`src/rtl/exec_pipe.sv`:
```
// ============================================================================
// Module      : exec_pipe
// Description : Decode/execute stage with register file, single-cycle ALU and
//               shift-add multiplier. Define EXEC_PIPE_FORWARD_EN to bypass
//               completing results instead of stalling on a hazard.
// Revision    : 1.0 - initial release
// ============================================================================
`default_nettype none

module exec_pipe #(
  parameter int WIDTH = 32,
  parameter int REGS  = 16,
  localparam int AW   = $clog2(REGS)
) (
  input  logic             clk,
  input  logic             rst,
  input  logic             in_valid,
  output logic             in_ready,
  input  logic [31:0]      in_instr,
  output logic             wb_valid,
  output logic [AW-1:0]    wb_addr,
  output logic [WIDTH-1:0] wb_data,
  output logic             wb_zero,
  output logic             wb_carry,
  output logic             illegal,
  input  logic [AW-1:0]    dbg_addr,
  output logic [WIDTH-1:0] dbg_data
);

  localparam int SW = $clog2(WIDTH);
  localparam int CW = $clog2(WIDTH + 1);

  localparam logic [7:0] OP_ADD = 8'h00;
  localparam logic [7:0] OP_SUB = 8'h01;
  localparam logic [7:0] OP_AND = 8'h02;
  localparam logic [7:0] OP_OR  = 8'h03;
  localparam logic [7:0] OP_XOR = 8'h04;
  localparam logic [7:0] OP_SHL = 8'h05;
  localparam logic [7:0] OP_SHR = 8'h06;
  localparam logic [7:0] OP_LDI = 8'h07;
  localparam logic [7:0] OP_MUL = 8'h08;

  typedef enum logic [1:0] {
    S_IDLE = 2'd0,
    S_EXEC = 2'd1,
    S_MULT = 2'd2
  } state_t;

  state_t           r_state;
  logic [WIDTH-1:0] r_rf [REGS];
  logic [7:0]       r_op;
  logic [AW-1:0]    r_rd;
  logic [WIDTH-1:0] r_a;
  logic [WIDTH-1:0] r_b;
  logic [WIDTH-1:0] r_acc;
  logic [CW-1:0]    r_cnt;

  logic [7:0]       w_opc;
  logic [AW-1:0]    w_rd;
  logic [AW-1:0]    w_rs1;
  logic [AW-1:0]    w_rs2;
  logic [WIDTH-1:0] w_imm;
  logic [WIDTH-1:0] w_a;
  logic [WIDTH-1:0] w_b_rf;
  logic [WIDTH-1:0] w_b;
  logic [WIDTH:0]   w_sum;
  logic [WIDTH:0]   w_diff;
  logic [WIDTH-1:0] w_mul_sum;
  logic [WIDTH-1:0] w_res;
  logic             w_carry;
  logic             w_done;
  logic             w_illegal_op;
  logic             w_wr;
  logic             w_hazard;
  logic             w_accept;
  logic             w_unused_instr;

  assign w_opc  = in_instr[31:24];
  assign w_rd   = in_instr[16 +: AW];
  assign w_rs1  = in_instr[8 +: AW];
  assign w_rs2  = in_instr[0 +: AW];
  assign w_unused_instr = ^in_instr;

  generate
    if (WIDTH >= 16) begin : g_imm_wide
      assign w_imm = WIDTH'(in_instr[15:0]);
    end else begin : g_imm_narrow
      assign w_imm = in_instr[WIDTH-1:0];
    end
  endgenerate

  assign w_sum     = {1'b0, r_a} + {1'b0, r_b};
  assign w_diff    = {1'b0, r_a} - {1'b0, r_b};
  // One partial product per cycle: r_a walks left, r_b walks right.
  assign w_mul_sum = r_acc + (r_b[0] ? r_a : '0);

  always_comb begin
    w_res   = '0;
    w_carry = 1'b0;
    case (r_op)
      OP_ADD: begin w_res = w_sum[WIDTH-1:0];  w_carry = w_sum[WIDTH];  end
      OP_SUB: begin w_res = w_diff[WIDTH-1:0]; w_carry = w_diff[WIDTH]; end
      OP_AND: w_res = r_a & r_b;
      OP_OR:  w_res = r_a | r_b;
      OP_XOR: w_res = r_a ^ r_b;
      OP_SHL: w_res = r_a << r_b[SW-1:0];
      OP_SHR: w_res = r_a >> r_b[SW-1:0];
      OP_LDI: w_res = r_b;
      default: w_res = '0;
    endcase
    if (r_state == S_MULT) begin
      w_res = w_mul_sum;
    end
  end

  assign w_done       = ((r_state == S_EXEC) && (r_op != OP_MUL)) ||
                        ((r_state == S_MULT) && (r_cnt == CW'(1)));
  assign w_illegal_op = (r_op > OP_MUL);
  assign w_wr         = w_done && !w_illegal_op;

`ifdef EXEC_PIPE_FORWARD_EN
  assign w_hazard = 1'b0;
  assign w_a      = (w_wr && (w_rs1 == r_rd)) ? w_res : r_rf[w_rs1];
  assign w_b_rf   = (w_wr && (w_rs2 == r_rd)) ? w_res : r_rf[w_rs2];
`else
  assign w_hazard = w_wr && ((w_rs1 == r_rd) || (w_rs2 == r_rd));
  assign w_a      = r_rf[w_rs1];
  assign w_b_rf   = r_rf[w_rs2];
`endif

  assign w_b      = (w_opc == OP_LDI) ? w_imm : w_b_rf;
  assign in_ready = !rst && ((r_state == S_IDLE) || w_done) && !w_hazard;
  assign w_accept = in_valid && in_ready;
  assign dbg_data = r_rf[dbg_addr];

  always_ff @(posedge clk) begin
    if (rst) begin
      r_state  <= S_IDLE;
      r_op     <= '0;
      r_rd     <= '0;
      r_a      <= '0;
      r_b      <= '0;
      r_acc    <= '0;
      r_cnt    <= '0;
      wb_valid <= 1'b0;
      wb_addr  <= '0;
      wb_data  <= '0;
      wb_zero  <= 1'b0;
      wb_carry <= 1'b0;
      illegal  <= 1'b0;
      for (int i = 0; i < REGS; i++) begin
        r_rf[i] <= '0;
      end
    end else begin
      wb_valid <= 1'b0;
      illegal  <= 1'b0;
      if (w_wr) begin
        r_rf[r_rd] <= w_res;
        wb_valid   <= 1'b1;
        wb_addr    <= r_rd;
        wb_data    <= w_res;
        wb_zero    <= (w_res == '0);
        wb_carry   <= w_carry;
      end
      if (w_done && w_illegal_op) begin
        illegal <= 1'b1;
      end

      case (r_state)
        S_EXEC: begin
          if (r_op == OP_MUL) begin
            r_state <= S_MULT;
            r_acc   <= '0;
            r_cnt   <= CW'(WIDTH);
          end else begin
            r_state <= S_IDLE;
          end
        end
        S_MULT: begin
          r_acc <= w_mul_sum;
          r_a   <= r_a << 1;
          r_b   <= r_b >> 1;
          r_cnt <= r_cnt - CW'(1);
          if (w_done) begin
            r_state <= S_IDLE;
          end
        end
        default: r_state <= S_IDLE;
      endcase

      // A new accept overrides the retirement transition, overlapping stages.
      if (w_accept) begin
        r_state <= S_EXEC;
        r_op    <= w_opc;
        r_rd    <= w_rd;
        r_a     <= w_a;
        r_b     <= w_b;
      end
    end
  end

endmodule

`default_nettype wire

```
`config.mk`:
```
export PLATFORM = sky130hd
export DESIGN_NAME = exec_pipe
export DESIGN_NICKNAME = d
export VERILOG_FILES = /design/src/rtl/exec_pipe.sv
export SDC_FILE = /design/constraint.sdc
export NUM_CORES = 2
export LEC_CHECK = 0
export BUFFER_PORTS_ARGS = -buffer_cell sky130_fd_sc_hd__buf_2
export CELL_PAD_IN_SITES_DETAIL_PLACEMENT = 1
export CELL_PAD_IN_SITES_GLOBAL_PLACEMENT = 1
export CORE_MARGIN = 10
export CORE_UTILIZATION = 56
export CTS_CLUSTER_DIAMETER = 80
export DETAILED_ROUTE_END_ITERATION = 8
export PLACE_DENSITY = 0.95
export REMOVE_ABC_BUFFERS = 1
export SLEW_MARGIN = 10
export SYNTH_ARGS = -nofsm -noshare
export SYNTH_HDL_FRONTEND = slang
export SYNTH_SLANG_ARGS = --single-unit
```
`constraint.sdc`:
```
create_clock -name clk -period 7.45 [get_ports clk]
set_input_delay 0.745 -clock clk [delete_from_list [all_inputs] [get_ports clk]]
set_output_delay 0.745 -clock clk [all_outputs]
set_load 0.02 [all_outputs]
```
==> summary.txt, run 1 <==
Outcome
  • Outcome: aborted with a tool error
  • Failed at: global routing (5_1_grt)
  • Error msg: [ERROR GRT-0232] Routing congestion too high. Check the congestion heatmap in the GUI.

Synth
  • Post-synth ARST share: 0%
  • Number of synthesized register bits: 668
  • Unique masters post-synth: 84
  • YS warnings: 0
  • Most used DFF post-synth: edfxtp_1
  • Synthesized area: 0.0479 sq mm
  • Post-synth EDFFs: 512
  • Synth Instances: 4369
  • Sequential element share of the synthesized area: 38.7%
  • Syn Area/Cell: 11.0 sq um

Clock network
  • # hold bufs at CTS: 0
  • Longest Clk Path Bufs: 3
  • Number of cells upsized or downsized after cts: 0
  • Root Buffer: clkbuf_16
  • Clock sink count: 668
  • Inserted Clock Buffers: 69
  • CTS HTree Levels: 3
  • Postcts setup bufs: 0

Floorplan
  • Width of the chip: 312 microns
  • Rows: 107
  • Initial core utilization: 56.3%
  • I/O pin total: 112
  • Die height: 312 microns

Timing
  • Worst endpoint pin kind: sequential cell input
  • GRT worst endpoint: wb_zero$_SDFFE_PP0P_/D

Place
  • IO buf count: 107
  • RD Place Congestion: 1.03
  • Final HPWL DP: 145000 microns

Global routing
  • Total gr overflow: 320
  • Largest net degree at the start of global routing: 102
  • Initial antenna violation count: 52
  • Tot GR Track Use: 79.9%
[cell usage after synthesis (28+ instances only)]
| cell type | n | share of area (%) |
|---|---|---|
| nor2b_1 | 30 | 0.39 |
| mux2i_1 | 66 | 1.4 |
| a22oi_1 | 29 | 0.45 |
| dfxtp_1 | 156 | 6.5 |
| mux4_2 | 534 | 25 |
| o211ai_1 | 33 | 0.52 |
| buf_1 | 67 | 0.53 |
| o22ai_1 | 43 | 0.56 |
| buf_2 | 36 | 0.38 |
| a311oi_1 | 53 | 0.97 |
| nand2b_1 | 34 | 0.44 |
| nor2_1 | 814 | 6.4 |
| nand4_1 | 35 | 0.46 |
| clkbuf_1 | 318 | 2.5 |
| nand3_1 | 62 | 0.65 |
| ha_1 | 139 | 3.6 |
| nor3_1 | 49 | 0.51 |
| edfxtp_1 | 512 | 32 |
| nand2_1 | 368 | 2.9 |
| a21oi_1 | 220 | 2.3 |
| inv_1 | 125 | 0.98 |
| mux2_2 | 28 | 0.66 |
| o21ai_0 | 127 | 1.3 |
| xnor2_1 | 35 | 0.64 |
| a211oi_1 | 59 | 0.93 |
[per-layer routing]
layer  overflow  track usage (%)
met1         34             78.9
met2        108             87.1
met3         33             77.3
met4        138             75.8
met5          7             58.3
[per-stage QoR]
stage | setup slack, ns | util (%) | area [sq um] | std cells
floorplan | -3.19 | - | 46100 | 3936
detailed placement | 1.63 | 58.0 | 49300 | 5312
CTS | 0.947 | 60.8 | 51700 | 5439
global placement | 1.78 | 58.0 | 49300 | 5312
[cells by family after synthesis]
family / synth area share, %
muxes: 27.2
buffers and inverters: 4.64
adders and majority gates: 3.76
and+or+nand+nor: 13.3
xor gates and xnor gates: 0.970
AOI/OAI and AO/OA: 11.4
DFF: 38.7
==> inputs of run 2 (changes only) <==
CELL_PAD_IN_SITES_DETAIL_PLACEMENT = unset   (was 1)
CELL_PAD_IN_SITES_GLOBAL_PLACEMENT = unset   (was 1)
CORE_UTILIZATION = 40   (was 56)
CTS_CLUSTER_DIAMETER = unset   (was 80)
PLACE_DENSITY = unset   (was 0.95)
PLACE_DENSITY_LB_ADDON = 0.15   (was unset)
==> run 2 against run 1 <==
The run now ends clean. Synthesized area did not move. Synthesized cell count did not move.
==> summary.txt, run 2 <==
Floorplan
  • Die height: 366 microns
  • Die ar.: 0.134 sq mm
  • Rows: 126
  • Initial core utilization: 40.4%
  • Core area: 0.118 sq mm
  • I/O pin total: 112
  • Width of the chip: 366 microns

Synth
  • Mux contribution to synthesized area: 27.2%
  • Syn Area/Cell: 11.0 sq um
  • Xor and xnor fraction of the mapped netlist area: 0.970%
  • YS warnings: 0
  • Synth cell count leaders: nor2_1 (814), mux4_2 (534), edfxtp_1 (512)
  • Synth Area in Compound Gates: 11.4%
  • Unique masters post-synth: 84
  • Simple-Gate Fraction of Synth Area: 13.3%
  • Post-synth EDFFs: 512
  • Sequential element share of the synthesized area: 38.7%
  • Most used DFF post-synth: edfxtp_1
  • Yosys top cell by area: edfxtp_1
  • Largest cells by area after synthesis: edfxtp_1 (32%), mux4_2 (25%), dfxtp_1 (6.5%)
  • Count leader, synth: nor2_1
  • Synth Instances: 4369
  • Share of the synthesized area in the top cell type: 32.1%
  • Post-Synth Adder-Cell Area: 3.76%
  • Post-synth ARST share: 0%
  • Synthesized area: 0.0479 sq mm
  • Number of synthesized register bits: 668
  • Main combinational cell family by area after synthesis: multiplexers

Finish
  • Ratio of cells with drive above 1 in the final layout: 23.8%
  • Number of fill cells in the layout: 11200
  • Nets: 4448
  • Number of flip-flops in the largest register: 512
  • Commonest cells after routing, fill and taps aside: nor2_1 (811), mux4_2 (534), edfxtp_1 (512)
  • Area Overhead vs Synth: 11.1%
  • Biggest register: r_rf
  • Most common cell after layout, fill and taps aside: nor2_1
  • Final Cell Area: 0.0532 sq mm

Critical path
  • CP endpoint kind: register
  • Reg-to-reg endpoint: wb_zero
  • Reg2Reg Setup Slack: 1.63 ns
  • WP data arrival: 6.41 ns
  • CP top delay family: simple AND/OR/NAND/NOR gates
  • CP peak stage delay: 0.67 ns
  • Slowest-stage cell, CP: dfxtp_4
  • Crit-path max FO: 39
  • Crit-path cells: inv_1 -> ha_1 -> o21ba_2 -> or4_1 -> a21oi_1 -> nor2_1 -> o311ai_0 -> xnor2_1 -> o211ai_1 -> nor4_1 -> nand4_1 -> nor4_1 -> nand4_1 -> nand2_1
  • Setup CP Type: register to register
  • FF-to-FF path depth: 14
  • CP bufs+invs: 1
  • Reg-to-Reg Start: r_b[1]
  • Crit start category: register
  • CP Data Required Time: 8.04 ns

Place
  • Post-DP Area: 0.0500 sq mm
  • Final HPWL DP: 134000 microns
  • IO buf count: 107
  • RD Place Congestion: 1.05
  • Setup Slack @ Placement: 1.70 ns

Worst hold path
  • Hold path start: in_instr[17]
  • Worst Hold Class: input pin to register
  • Hold EP: r_rd[1]
  • Hold depth: 3

Timing
  • # setup viols final: 0
  • RSZ-0062 raised after global routing: false
  • Tmin final: 5.82 ns
  • Fmax: 172 MHz
  • Slew @ Worst Pin: 1.21 ns
  • Worst setup margin: 1.63 ns
  • Final hold viol count: 0
  • Final max-slew violation count: 0
  • Layout Skew: 0.0538 ns
  • Final period util: 78.1%
  • Worst slew margin: 18.8%

Global routing
  • Initial antenna violation count: 4
  • M3 GR Usage: 5.20%
  • Grt met2 use: 46.0%
  • First-pass GRT wire length: 286000 microns
  • Number of global-route vias before repair: 38300
  • Largest net degree at the start of global routing: 107
  • Total gr overflow: 0
  • Gr busiest metal: met2
  • Tot GR Track Use: 29.1%
  • M1 GR Usage: 38.8%

Route
  • WL per Instance: 34.0 microns
  • Antenna Nets Post-Route: 0
  • Number of DRC markers in iteration 0: 5636
  • DRC violations left: 0
  • First drt pass iteration count: 6
  • Total number of vias: 39700
  • Vias per Instance: 6.68
  • WL final: 202000 microns

Clock network
  • Longest Clk Path Bufs: 3
  • CTS tree: built
  • Postcts setup bufs: 0
  • Inserted Clock Buffers: 84
  • Clock sink count: 668
  • # hold bufs at CTS: 0
  • Number of cells upsized or downsized after cts: 0
  • Worst-path clk slew: 0.06 ns
  • Clk_lat worst skew: 0.70 ns
  • CTS HTree Levels: 3
  • Root Buffer: clkbuf_16

Pwr
  • Final Power: 11500 uW
  • VDD IR max: 177 uV
  • Power per standard cell area: 217 mW/mm^2
  • P_leak: 0.0182 uW

Run
  • # Max-Cap Violations: 0

Outcome
  • Outcome: finished, final reports clean
-- run 2: power by group --
part / switching [uW] / total (uW) / internal [uW] / leakage, uW
registers: 165 / 4320 / 4150 / 0.00656
logic: 1640 / 2540 / 900 / 0.0101
clock network: 1820 / 4660 / 2840 / 0.00155
total: 3630 / 11500 / 7890 / 0.0182
-- run 2: cells by family after synthesis --
kind of cell    count (synthesis)
simple gates                 1505
compound gates                810
flops                         668
mux                           630
buf+inv                       561
fa+ha+maj                     142
xor+xnor                       53
-- run 2: worst reg2reg max path, stage by stage, from the launching register on --
cell      delay (ns)
dfxtp_4         0.67
inv_1           0.56
ha_1            0.52
o21ba_2         0.26
or4_1           0.47
a21oi_1         0.52
nor2_1          0.25
o311ai_0        0.44
xnor2_1         0.29
o211ai_1        0.15
nor4_1          0.41
nand4_1         0.31
nor4_1          0.35
nand4_1         0.40
nand2_1         0.18
-- run 2: worst max-delay path by stage --
stage | slack [ns] | cells after the start | to | start
after floorplan | -3.19 | 10 | r_b[30] | r_state[1]
after global placement | 1.79 | 14 | wb_zero | r_b[1]
after detailed placement | 1.70 | 15 | wb_zero | r_b[1]
after CTS | 1.68 | 15 | wb_zero | r_b[1]
after global routing | 1.36 | 14 | wb_zero | r_b[1]
final | 1.63 | 14 | wb_zero | r_b[1]
-- run 2: final cells by class --
| class | count | area [sq um] | area share, % |
|---|---|---|---|
| clock buffers | 103 | 2330 | 4.38 |
| diodes | 1 | 2.50 | 0.00471 |
| flip-flops and latches | 668 | 18500 | 34.8 |
| multi-input cells | 3140 | 27300 | 51.4 |
| well taps | 1600 | 2000 | 3.77 |
| inverters | 128 | 480 | 0.904 |
| clock inverters | 54 | 830 | 1.56 |
| repair buffers | 245 | 1700 | 3.19 |
-- run 2: metal layers --
| layer | wire, microns | vias to the layer above |
|---|---|---|
| met5 | 25 | - |
| met4 | 10600 | 4 |
| met3 | 19800 | 435 |
| met2 | 92600 | 2368 |
| met1 | 78700 | 20400 |
| li1 | - | 16500 |
-- run 2: stage by stage --
stage | hold slack, ns | util [%] | std cells | setup TNS, ns
finish | 0.331 | 44.9 | 5939 | 0
global route | 0.328 | 44.9 | 5938 | 0
CTS | 0.299 | 44.9 | 5938 | 0
detailed placement | 0.444 | 42.2 | 5781 | 0
global placement | 0.443 | 42.2 | 5781 | 0
floorplan | 0.433 | - | 3936 | -520.82
Note: power is estimated with default switching activity, not from simulation.
